==> src/rtl/flash_prog_ctrl_if.sv <==
// Request/response bus between the device controller and the flash write sequencer.
interface flash_prog_ctrl_if;
   logic        start_i;
   logic        erase_i;
   logic [22:0] addr_i;
   logic [15:0] data_i;
   logic        busy_o;
   logic        done_o;
   logic [7:0]  status_o;
   logic        error_o;

   modport master (
      output start_i, erase_i, addr_i, data_i,
      input  busy_o, done_o, status_o, error_o
   );

   modport slave (
      input  start_i, erase_i, addr_i, data_i,
      output busy_o, done_o, status_o, error_o
   );
endinterface

==> src/rtl/flash_prog_ctrl.sv <==
// CFI program-word / erase-block sequencer for the JS28F640 parallel flash.
// Define FLASH_UNLOCK_EN to prefix every operation with a block-unlock sequence.
//
// state | meaning
// IDLE  | waiting for start, flash pins released
// UNLK1 | write 0x0060 (block lock setup)
// UNLK2 | write 0x00D0 (unlock confirm)
// CMD1  | write 0x0040 program / 0x0020 erase setup
// CMD2  | write program data / 0x00D0 erase confirm
// POLL  | read status register until SR7 or poll limit
// CLR   | write 0x0050 clear status
// ARRAY | write 0x00FF back to read-array mode
// DONE  | one-cycle completion pulse
module flash_prog_ctrl #(
   parameter logic [25:0] POLL_LIMIT = 26'h3FFFFFF
) (
   input  logic             clk25,
   input  logic             rst,
   flash_prog_ctrl_if.slave req,
   input  logic [7:0]       flStat_i,
   output logic [22:0]      flAddr_o,
   output logic [15:0]      flData_o,
   output logic             flDataOe_o,
   output logic             flCE_o,
   output logic             flOE_o,
   output logic             flWE_o,
   output logic             flRst_o,
   output logic             flByte_o,
   output logic             flVpen_o
);

   typedef enum logic [3:0] {
      S_IDLE, S_UNLK1, S_UNLK2, S_CMD1, S_CMD2, S_POLL, S_CLR, S_ARRAY, S_DONE
   } state_t;

   state_t      state_q, state_d;
   logic [1:0]  phase_q, phase_d;
   logic [25:0] poll_cnt_q, poll_cnt_d;
   logic [22:0] addr_q, addr_d;
   logic [15:0] wdata_q, wdata_d;
   logic        erase_q, erase_d;
   logic [7:0]  sr_q, sr_d;
   logic [7:0]  status_q, status_d;
   logic        error_q, error_d;
   logic        busy_q, busy_d;
   logic        done_q, done_d;
   logic        ce_q, ce_d;
   logic        oe_q, oe_d;
   logic        we_q, we_d;
   logic        doe_q, doe_d;
   logic [15:0] fl_data_q, fl_data_d;
   logic        fl_rst_q, fl_rst_d;

   function automatic logic is_write(input state_t s);
      return (s == S_UNLK1) || (s == S_UNLK2) || (s == S_CMD1) ||
             (s == S_CMD2) || (s == S_CLR) || (s == S_ARRAY);
   endfunction

   function automatic logic [15:0] cmd_word(input state_t s, input logic er,
                                            input logic [15:0] wd);
      case (s)
         S_UNLK1: return 16'h0060;
         S_UNLK2: return 16'h00D0;
         S_CMD1:  return er ? 16'h0020 : 16'h0040;
         S_CMD2:  return er ? 16'h00D0 : wd;
         S_CLR:   return 16'h0050;
         S_ARRAY: return 16'h00FF;
         default: return 16'h0000;
      endcase
   endfunction

   always_comb begin
      state_d    = state_q;
      phase_d    = phase_q;
      poll_cnt_d = poll_cnt_q;
      addr_d     = addr_q;
      wdata_d    = wdata_q;
      erase_d    = erase_q;
      sr_d       = sr_q;
      status_d   = status_q;
      error_d    = error_q;
      case (state_q)
         S_IDLE: begin
            phase_d = 2'd0;
            if (req.start_i) begin
               addr_d     = {req.addr_i[22:1], 1'b0};
               wdata_d    = req.data_i;
               erase_d    = req.erase_i;
               error_d    = 1'b0;
               poll_cnt_d = 26'd0;
`ifdef FLASH_UNLOCK_EN
               state_d    = S_UNLK1;
`else
               state_d    = S_CMD1;
`endif
            end
         end
         S_UNLK1, S_UNLK2, S_CMD1, S_CMD2, S_CLR, S_ARRAY: begin
            phase_d = phase_q + 2'd1;
            if (phase_q == 2'd3) begin
               phase_d = 2'd0;
               case (state_q)
                  S_UNLK1: state_d = S_UNLK2;
                  S_UNLK2: state_d = S_CMD1;
                  S_CMD1:  state_d = S_CMD2;
                  S_CMD2:  state_d = S_POLL;
                  S_CLR:   state_d = S_ARRAY;
                  default: state_d = S_DONE;
               endcase
            end
         end
         S_POLL: begin
            phase_d = phase_q + 2'd1;
            // SR is captured while OE is still low; the last phase is the CE-high gap.
            if (phase_q == 2'd1) sr_d = flStat_i;
            if (phase_q == 2'd2) begin
               phase_d = 2'd0;
               if (sr_q[7]) begin
                  status_d = sr_q;
                  error_d  = sr_q[5] | sr_q[4] | sr_q[3] | sr_q[1];
                  state_d  = S_CLR;
               end else if (poll_cnt_q + 26'd1 == POLL_LIMIT) begin
                  status_d = 8'h00;
                  error_d  = 1'b1;
                  state_d  = S_CLR;
               end else begin
                  poll_cnt_d = poll_cnt_q + 26'd1;
               end
            end
         end
         S_DONE:  state_d = S_IDLE;
         default: state_d = S_IDLE;
      endcase
   end

   // Pin values are derived from the next state so every output is a flop.
   always_comb begin
      ce_d      = 1'b1;
      oe_d      = 1'b1;
      we_d      = 1'b1;
      doe_d     = 1'b0;
      fl_data_d = fl_data_q;
      fl_rst_d  = 1'b1;
      busy_d    = (state_d != S_IDLE) && (state_d != S_DONE);
      done_d    = (state_d == S_DONE);
      if (is_write(state_d)) begin
         doe_d     = 1'b1;
         ce_d      = (phase_d == 2'd3);
         we_d      = !((phase_d == 2'd1) || (phase_d == 2'd2));
         fl_data_d = cmd_word(state_d, erase_d, wdata_d);
      end else if (state_d == S_POLL) begin
         ce_d = (phase_d == 2'd2);
         oe_d = (phase_d == 2'd2);
      end
   end

   always_ff @(posedge clk25) begin
      if (rst) begin
         state_q    <= S_IDLE;
         phase_q    <= 2'd0;
         poll_cnt_q <= 26'd0;
         addr_q     <= 23'd0;
         wdata_q    <= 16'd0;
         erase_q    <= 1'b0;
         sr_q       <= 8'h00;
         status_q   <= 8'h00;
         error_q    <= 1'b0;
         busy_q     <= 1'b0;
         done_q     <= 1'b0;
         ce_q       <= 1'b1;
         oe_q       <= 1'b1;
         we_q       <= 1'b1;
         doe_q      <= 1'b0;
         fl_data_q  <= 16'd0;
         fl_rst_q   <= 1'b0;
      end else begin
         state_q    <= state_d;
         phase_q    <= phase_d;
         poll_cnt_q <= poll_cnt_d;
         addr_q     <= addr_d;
         wdata_q    <= wdata_d;
         erase_q    <= erase_d;
         sr_q       <= sr_d;
         status_q   <= status_d;
         error_q    <= error_d;
         busy_q     <= busy_d;
         done_q     <= done_d;
         ce_q       <= ce_d;
         oe_q       <= oe_d;
         we_q       <= we_d;
         doe_q      <= doe_d;
         fl_data_q  <= fl_data_d;
         fl_rst_q   <= fl_rst_d;
      end
   end

   assign req.busy_o   = busy_q;
   assign req.done_o   = done_q;
   assign req.status_o = status_q;
   assign req.error_o  = error_q;
   assign flAddr_o     = addr_q;
   assign flData_o     = fl_data_q;
   assign flDataOe_o   = doe_q;
   assign flCE_o       = ce_q;
   assign flOE_o       = oe_q;
   assign flWE_o       = we_q;
   assign flRst_o      = fl_rst_q;
   assign flByte_o     = 1'b1;
   assign flVpen_o     = 1'b1;

endmodule

==> src/flat_wrapper.sv <==
// flat-port wrapper written by rule: the top's interface ports become plain ports
module flash_prog_ctrl_flat 
#(
   parameter logic [25:0] POLL_LIMIT = 26'h3FFFFFF
)
  (clk25, rst, flStat_i, flAddr_o, flData_o, flDataOe_o, flCE_o, flOE_o, flWE_o, flRst_o, flByte_o, flVpen_o, req_start_i, req_erase_i, req_addr_i, req_data_i, req_busy_o, req_done_o, req_status_o, req_error_o);
  flash_prog_ctrl_if req_i ();
  input  logic clk25;
  input  logic rst;
  input  logic [7:0] flStat_i;
  output logic [22:0] flAddr_o;
  output logic [15:0] flData_o;
  output logic flDataOe_o;
  output logic flCE_o;
  output logic flOE_o;
  output logic flWE_o;
  output logic flRst_o;
  output logic flByte_o;
  output logic flVpen_o;
  input wire logic [$bits(req_i.start_i)-1:0] req_start_i;
  input wire logic [$bits(req_i.erase_i)-1:0] req_erase_i;
  input wire logic [$bits(req_i.addr_i)-1:0] req_addr_i;
  input wire logic [$bits(req_i.data_i)-1:0] req_data_i;
  output wire logic [$bits(req_i.busy_o)-1:0] req_busy_o;
  output wire logic [$bits(req_i.done_o)-1:0] req_done_o;
  output wire logic [$bits(req_i.status_o)-1:0] req_status_o;
  output wire logic [$bits(req_i.error_o)-1:0] req_error_o;
  assign req_i.start_i = req_start_i;
  assign req_i.erase_i = req_erase_i;
  assign req_i.addr_i = req_addr_i;
  assign req_i.data_i = req_data_i;
  assign req_busy_o = req_i.busy_o;
  assign req_done_o = req_i.done_o;
  assign req_status_o = req_i.status_o;
  assign req_error_o = req_i.error_o;
  flash_prog_ctrl #(.POLL_LIMIT(POLL_LIMIT)) u_core (.clk25(clk25), .rst(rst), .req(req_i), .flStat_i(flStat_i), .flAddr_o(flAddr_o), .flData_o(flData_o), .flDataOe_o(flDataOe_o), .flCE_o(flCE_o), .flOE_o(flOE_o), .flWE_o(flWE_o), .flRst_o(flRst_o), .flByte_o(flByte_o), .flVpen_o(flVpen_o));
endmodule
==> config.mk <==
export PLATFORM = sky130hd
export DESIGN_NAME = flash_prog_ctrl_flat
export DESIGN_NICKNAME = d
export VERILOG_FILES = /design/src/rtl/flash_prog_ctrl_if.sv /design/src/rtl/flash_prog_ctrl.sv /design/src/flat_wrapper.sv
export SDC_FILE = /design/constraint.sdc
export NUM_CORES = 1
export LEC_CHECK = 0
export CAP_MARGIN = 5
export CORE_MARGIN = 4
export CORE_UTILIZATION = 45
export DETAILED_ROUTE_END_ITERATION = 8
export HOLD_SLACK_MARGIN = 0.12
export PLACE_DENSITY = 0.84
export SYNTH_ARGS = -nofsm -noshare
export SYNTH_HDL_FRONTEND = slang
export SYNTH_SLANG_ARGS = --single-unit
==> constraint.sdc <==
create_clock -name clk25 -period 2.7 [get_ports clk25]
set_input_delay 0.405 -clock clk25 [delete_from_list [all_inputs] [get_ports clk25]]
set_output_delay 0.405 -clock clk25 [all_outputs]
set_load 0.005 [all_outputs]
==> out/metrics.cfg, run 1 <==
[cells_and_area]
antennaDiodeCount=0
final_common_cell=nand2_1
drive_gt1_share_pct=24.17
synthToLayoutAreaGrowth_pct=47.15
layout_common_cells=nand2_1, clkdlybuf4s50_1, dfxtp_1
final_cells=958
nets=870

[global_routing]
grt_pass1_wl_um=25570
grtUsageTotal_pct=23.25
grt_max_degree=61
grt_pass1_vias=5489
overflow=0
antenna_found_initial=0

[sta]
period_needed_ns=3.084
slew_headroom_pct=54.76
fmax_ghz=0.3242
min_period_over_period_pct=114.2
rsz0062_at_grt=true
tightest_slew_ns=0.6786
finalHoldViolations=0
finalSetupTns_ns=-13.09
setup_violations=49
finClkSkew_ns=0.009175
layout_setup_ws_ns=-0.3845
finalMaxSlewViolations=0

[drt]
postRouteAntennaNets=0
first_pass_iters=5
drtIter0Drc=569
drc=0
wl_um=17170
wl_per_cell_um=17.92
via_per_inst=5.963
vias=5713

[min_path]
hp-start=u_core.flAddr_o[3]
hold_depth=2
hp-class=reg -> reg
whs_endpoint=u_core.flAddr_o[3]

[synthesis]
ys_async_sr_fraction_pct=0
synth_edf_count=0
synth_cell_types=68
synth_top_area_cell=dfxtp_1
synthCells=651
synthFlopType=dfxtp_1
synth_top_area_share_pct=42.08
synthesis.area_sq_um=5281
ys_seq_area_share_pct=42.08
ys_seq_elements=111
yosysWarnings=0
ys_top_cells_by_area=dfxtp_1, nand2_1, a21oi_1, nand3_1, clkbuf_1
synth.avg_cell_area_sq_um=8.113

[worst_setup_path]
critPathKind=reg -> reg
reg2regPathDepth=13
cp.required_ns=2.96
cp.arrival_ns=3.35
reg2reg_setup_slack_ns=-0.38
r2r_end=u_core.poll_cnt_q[5]
path_max_fanout=7
start_kind=flip-flop
crit_path_end_kind=flip-flop
rr_startpoint=u_core.poll_cnt_q[2]

[clocking]
clk_path_buf_depth=2
postCtsHoldBufs=0
cts_root_buf=clkbuf_16
clk_pin_slew_ns=0.07
cts_tree=built
ctsHtreeMaxLevel=3
cts_buffers=9
clk_latency_ns=0.35
cts_sinks=111

[power_and_ir_drop]
p_per_area_nw_per_um2=455.1
leakagePower_nw=2.865
ir_worst_vdd_mv=0.4037

[run]
maxCapViolCount=0

[floorplan]
start_util_pct=46.06
core_area_sq_um=11470
die_h_um=116.3
io-pin-count=108
chipWidth_um=116.3
dieArea_sq_um=13530
rows=39

[status]
violations=negative setup slack
outcome=finished, violations left

[placement]
dp.final_hpwl_um=10950
globalplace.congestion=0.8849
placedCellCount=927
port_buffers=103

[how the worst max path moves through the flow]
stage          cells past startpoint                   end  slack, ns                  start
2_1_floorplan                     11   u_core.flData_o[10]     0.0004  u_core.poll_cnt_q[11]
3_3_place_gp                      11    u_core.flData_o[3]      -0.13   u_core.poll_cnt_q[1]
3_5_place_dp                       9    u_core.flData_o[9]      -0.23  u_core.poll_cnt_q[11]
4_1_cts                           10    u_core.flData_o[2]      -0.16   u_core.poll_cnt_q[1]
5_1_grt                           12    u_core.flData_o[5]      -0.43   u_core.poll_cnt_q[2]
6_report                          13  u_core.poll_cnt_q[5]      -0.38   u_core.poll_cnt_q[2]
[layer usage]
metal,wire (um),track usage [%],up-vias
met3,1372,7.409,62
met1,6514,26.89,2724
met5,0,0,-
met2,8694,40.27,280
met4,583,8.507,0
li1,-,-,2647
[cells in the mapped netlist (3+ instances only)]
cell type,number
buf_4,6
xnor2_1,3
inv_1,12
nor3_1,10
nand4b_1,3
dfxtp_1,111
nor3b_1,3
nand4_1,11
and3_1,8
a21oi_1,80
or2_2,3
o31ai_1,7
buf_1,3
a311oi_1,5
a32o_1,9
nand3b_1,6
a211oi_1,4
nor4_1,7
and2_1,7
mux2i_1,11
a31oi_1,11
nand3_1,33
a41oi_1,5
nor2b_1,4
o21ai_0,20
nor2_1,36
or3_1,4
and4_1,6
a21o_1,4
buf_2,7
nand2_1,112
ha_1,8
nand2b_1,11
clkbuf_1,38
[per-stage QoR]
stage | setup slack (ns) | hold slack [ns] | power (mW) | cell area, sq um | util, %
finish | -0.3845 | 0.4541 | 3.537 | 7771 | 67.77
global route | -0.4342 | 0.4834 | 3.660 | 7771 | 67.77
CTS | -0.1622 | 0.4563 | 3.477 | 7397 | 64.51
detailed placement | -0.2300 | 0.4471 | 2.212 | 6959 | 60.69
global placement | -0.1350 | 0.4416 | 2.197 | 6959 | 60.69
floorplan | 0.0004101 | 0.4366 | 1.975 | 5348 | -
[layout make-up]
| class | count | area (sq um) |
|---|---|---|
| Clock buffer | 10 | 239.0 |
| Tap cell | 143 | 178.9 |
| Clock inverter | 5 | 38.79 |
| Multi-Input combinational cell | 473 | 3149 |
| Fill cell | 778 | 3696 |
| Timing Repair Buffer | 204 | 1881 |
| Inverter | 12 | 45.04 |
| Sequential cell | 111 | 2240 |
[what timing repair did]
item                                   CTS  global route
buffers inserted                         3            12
setup endpoints to repair               54            50
gates cloned                             0             1
resized for setup                       29            61
pin swaps                               12            37
endpoints found under the hold margin    0             0
[critical path: stages (launching register included)]
cell and delay, ns:
dfxtp_1 0.41, and4_1 0.27, buf_4 0.17, nand4_1 0.19, nor4_2 0.24, o21ai_1 0.15, buf_4 0.15, a2111o_1 0.55
a31oi_4 0.27, buf_12 0.16, buf_12 0.12, buf_12 0.10, o21ai_2 0.05, a21oi_1 0.16
[where the power goes]
group          internal (mW)  total, mW  switching [mW]
clock network          0.656       1.28           0.620
logic                  0.271      0.532           0.261
registers               1.69       1.73          0.0343
[kinds of logic after synthesis]
kind of cell               count (synthesis)  share of synthesized area [%]
and+or+nand+nor                          274                          26.39
AOI/OAI and AO/OA                        172                          21.06
DFF                                      111                          42.08
buffers and inverters                     69                          5.686
muxes                                     11                          2.085
adders and majority gates                  8                          1.895
xor gates and xnor gates                   4                         0.6635
other                                      2                         0.1422
[state kept, by name, indices dropped and copies added, names as in the netlist]
register             flops
u_core.flRst_o           1
u_core.phase_q           2
u_core.wdata_q          16
u_core.poll_cnt_q       26
u_core.req.status_o      8
u_core.flCE_o            1
u_core.req.error_o       1
u_core.flData_o         16
u_core.flDataOe_o        1
u_core.req.done_o        1
u_core.flAddr_o         22
u_core.flWE_o            1
u_core.state_q           4
u_core.flOE_o            1
u_core.sr_q              8
u_core.erase_q           1
u_core.req.busy_o        1
No activity file was read; power rests on OpenSTA's default activity.
==> inputs of run 2 (changes only) <==
- PLACE_DENSITY: 0.84 -> 0.81
- clock period: 2.7 -> 3.8 ns (I/O delays scaled with it)
==> run 2 against run 1 <==
The flow now finishes without violations; total power is 31% lower; clock-buffer cell count is 2 higher; clock skew is 0.0018 ns higher; final area is 15% lower; via count is 12% lower; sequential power is 29% lower; combinational power is 45% lower; register-to-register slack better by 0.84 ns; sequential share of layout area is 4.8 points higher; fmax is 7.7% lower; highest routed layer unchanged.
==> out/metrics.cfg, run 2 (synthesis gave the netlist of run 1 again) <==
[min_path]
hp-class=reg -> reg

[sta]
finalMaxSlewViolations=0
slew_headroom_pct=49.95
setup_violations=0
finalSetupTns_ns=0
period_needed_ns=3.343
finalHoldViolations=0
fmax_ghz=0.2992
min_period_over_period_pct=87.96
tightest_slew_ns=0.7479
rsz0062_at_grt=false
finClkSkew_ns=0.01096

[floorplan]
dieArea_sq_um=13530
core_area_sq_um=11470
start_util_pct=46.06
chipWidth_um=116.3
die_h_um=116.3
rows=39
io-pin-count=108

[placement]
dp.final_hpwl_um=9622
dpl_cell_area_sq_um=6316
port_buffers=103
globalplace.congestion=0.9632

[power_and_ir_drop]
p_sw_share_pct=24.61
seq_power_share_pct=50.2
combPwrFrac_pct=12.0
intPower_mw=1.845
ir_worst_vdd_mv=0.2730
power_frac_clock_pct=37.9
power_switching_mw=0.6022
leakagePower_nw=2.275
p_per_area_nw_per_um2=370.2

[worst_setup_path]
cp.required_ns=4.03
critPathKind=reg -> reg
start_kind=flip-flop
worstPathCellList=ha_1 -> nand3_1 -> buf_4 -> nor3_1 -> xnor2_1 -> nand4_1 -> a2111o_1 -> a21oi_4 -> nor2_1 -> or3_1
path_max_fanout=12
worst-path-buf-inv=1
crit_slowest_cell=a2111o_1
crit_path_end_kind=flip-flop
cpLargestDelayFamily=simple AND/OR/NAND/NOR gates
cp.arrival_ns=3.57
slowest_delay_ns=0.48

[global_routing]
grt_max_degree=66
grt_pass1_wl_um=23160
grt_pass1_vias=5028
overflow=0
grtUsageTotal_pct=20.70
antenna_found_initial=0

[clocking]
clk_latency_ns=0.34
ctsHtreeMaxLevel=3
postCtsSetupBuffers=0
clk_pin_slew_ns=0.07
cts_root_buf=clkbuf_16
ctsResizeCount=0
clk_path_buf_depth=2
postCtsHoldBufs=0
cts_sinks=111
cts_tree=built
cts_buffers=9

[drt]
vias=5033
drtIter0Drc=317
via_per_inst=5.805
wl_per_cell_um=15.94
first_pass_iters=5
postRouteAntennaNets=0
wl_um=13820
drc=0

[cells_and_area]
largest_reg_flops=26
final_common_cell=nand2_1
drive_gt1_share_pct=6.354
nets=778
antennaDiodeCount=0
synthToLayoutAreaGrowth_pct=25.16
regMostFlops=u_core.poll_cnt_q
layout_common_cells=nand2_1, dfxtp_1, clkdlybuf4s50_1
final_area_sq_um=6610

[status]
outcome=complete, no violations

[run]
maxCapViolCount=0

## run 2: cell count changes in the layout (fill, tap and decap cells not counted), sizes merged
cell | before | now
inv | 15 | 14
clkbuf | 10 | 12
nor2 | 37 | 36
clkinvlp | 1 | 0
buf | 102 | 11
clkinv | 1 | 2
## run 2: through the flow
step	utilization [%]	setup slack [ns]	instances	hold WS [ns]	total power [mW]
after floorplan	-	0.9351	652	0.4366	1.404
after global placement	55.08	0.5834	851	0.4412	1.537
after detailed placement	55.08	0.5008	851	0.4428	1.546
after CTS	57.64	0.4911	867	0.4521	2.463
after global routing	57.64	0.1101	867	0.4806	2.546
final	57.64	0.4575	867	0.4527	2.447
## run 2: worst paths after layout
check,depth (start not counted),from,endpoint,slack (ns)
min reg2reg,2,u_core.req.status_o[4],u_core.req.status_o[4],0.45
max,10,u_core.poll_cnt_q[0],u_core.flWE_o,0.46
max reg2reg,10,u_core.poll_cnt_q[0],u_core.flWE_o,0.46
min,2,u_core.req.status_o[4],u_core.req.status_o[4],0.45
## run 2: routing by layer
layer  wire length [um]  share of wire [%]  track usage, %  vias to the layer above
met3               1288                9.3           7.565                       21
li1                   -                  -               -                     2449
met4                189                1.4           7.270                        0
met5                  0                  0               0                        -
met2               6725                 49           34.44                      191
met1               5620                 41           24.66                     2372
## run 2: area by class of cell
| cell class | count | area (sq um) |
|---|---|---|
| clock inverters | 4 | 37.54 |
| clock buffers | 12 | 256.5 |
| well taps | 143 | 178.9 |
| repair buffers | 113 | 1101 |
| flip-flops and latches | 111 | 2222 |
| multi-input cells | 472 | 2769 |
| inverters | 12 | 45.04 |
| fillers | 992 | 4857 |
## run 2: worst min-delay path, delay by kind of cell (launching register included)
| kind | cells | cell delay [ns] |
|---|---|---|
| AOI/OAI and AO/OA | 1 | 0.05 |
| and+or+nand+nor | 1 | 0.05 |
| DFF | 1 | 0.31 |
## run 2: power by group through the flow
stage	clock network [mW]	registers, mW	logic, mW
2_1_floorplan	0	1.25	0.153
3_3_place_gp	0	1.25	0.286
3_5_place_dp	0	1.25	0.292
4_1_cts	0.941	1.23	0.294
5_1_grt	0.990	1.23	0.324
6_report	0.927	1.23	0.293
==> inputs of run 3 (changes only) <==
- CTS_CLUSTER_DIAMETER: not set -> 120
==> results of run 3 <==
Final layout, timing and power as in run 2 (identical DEF).
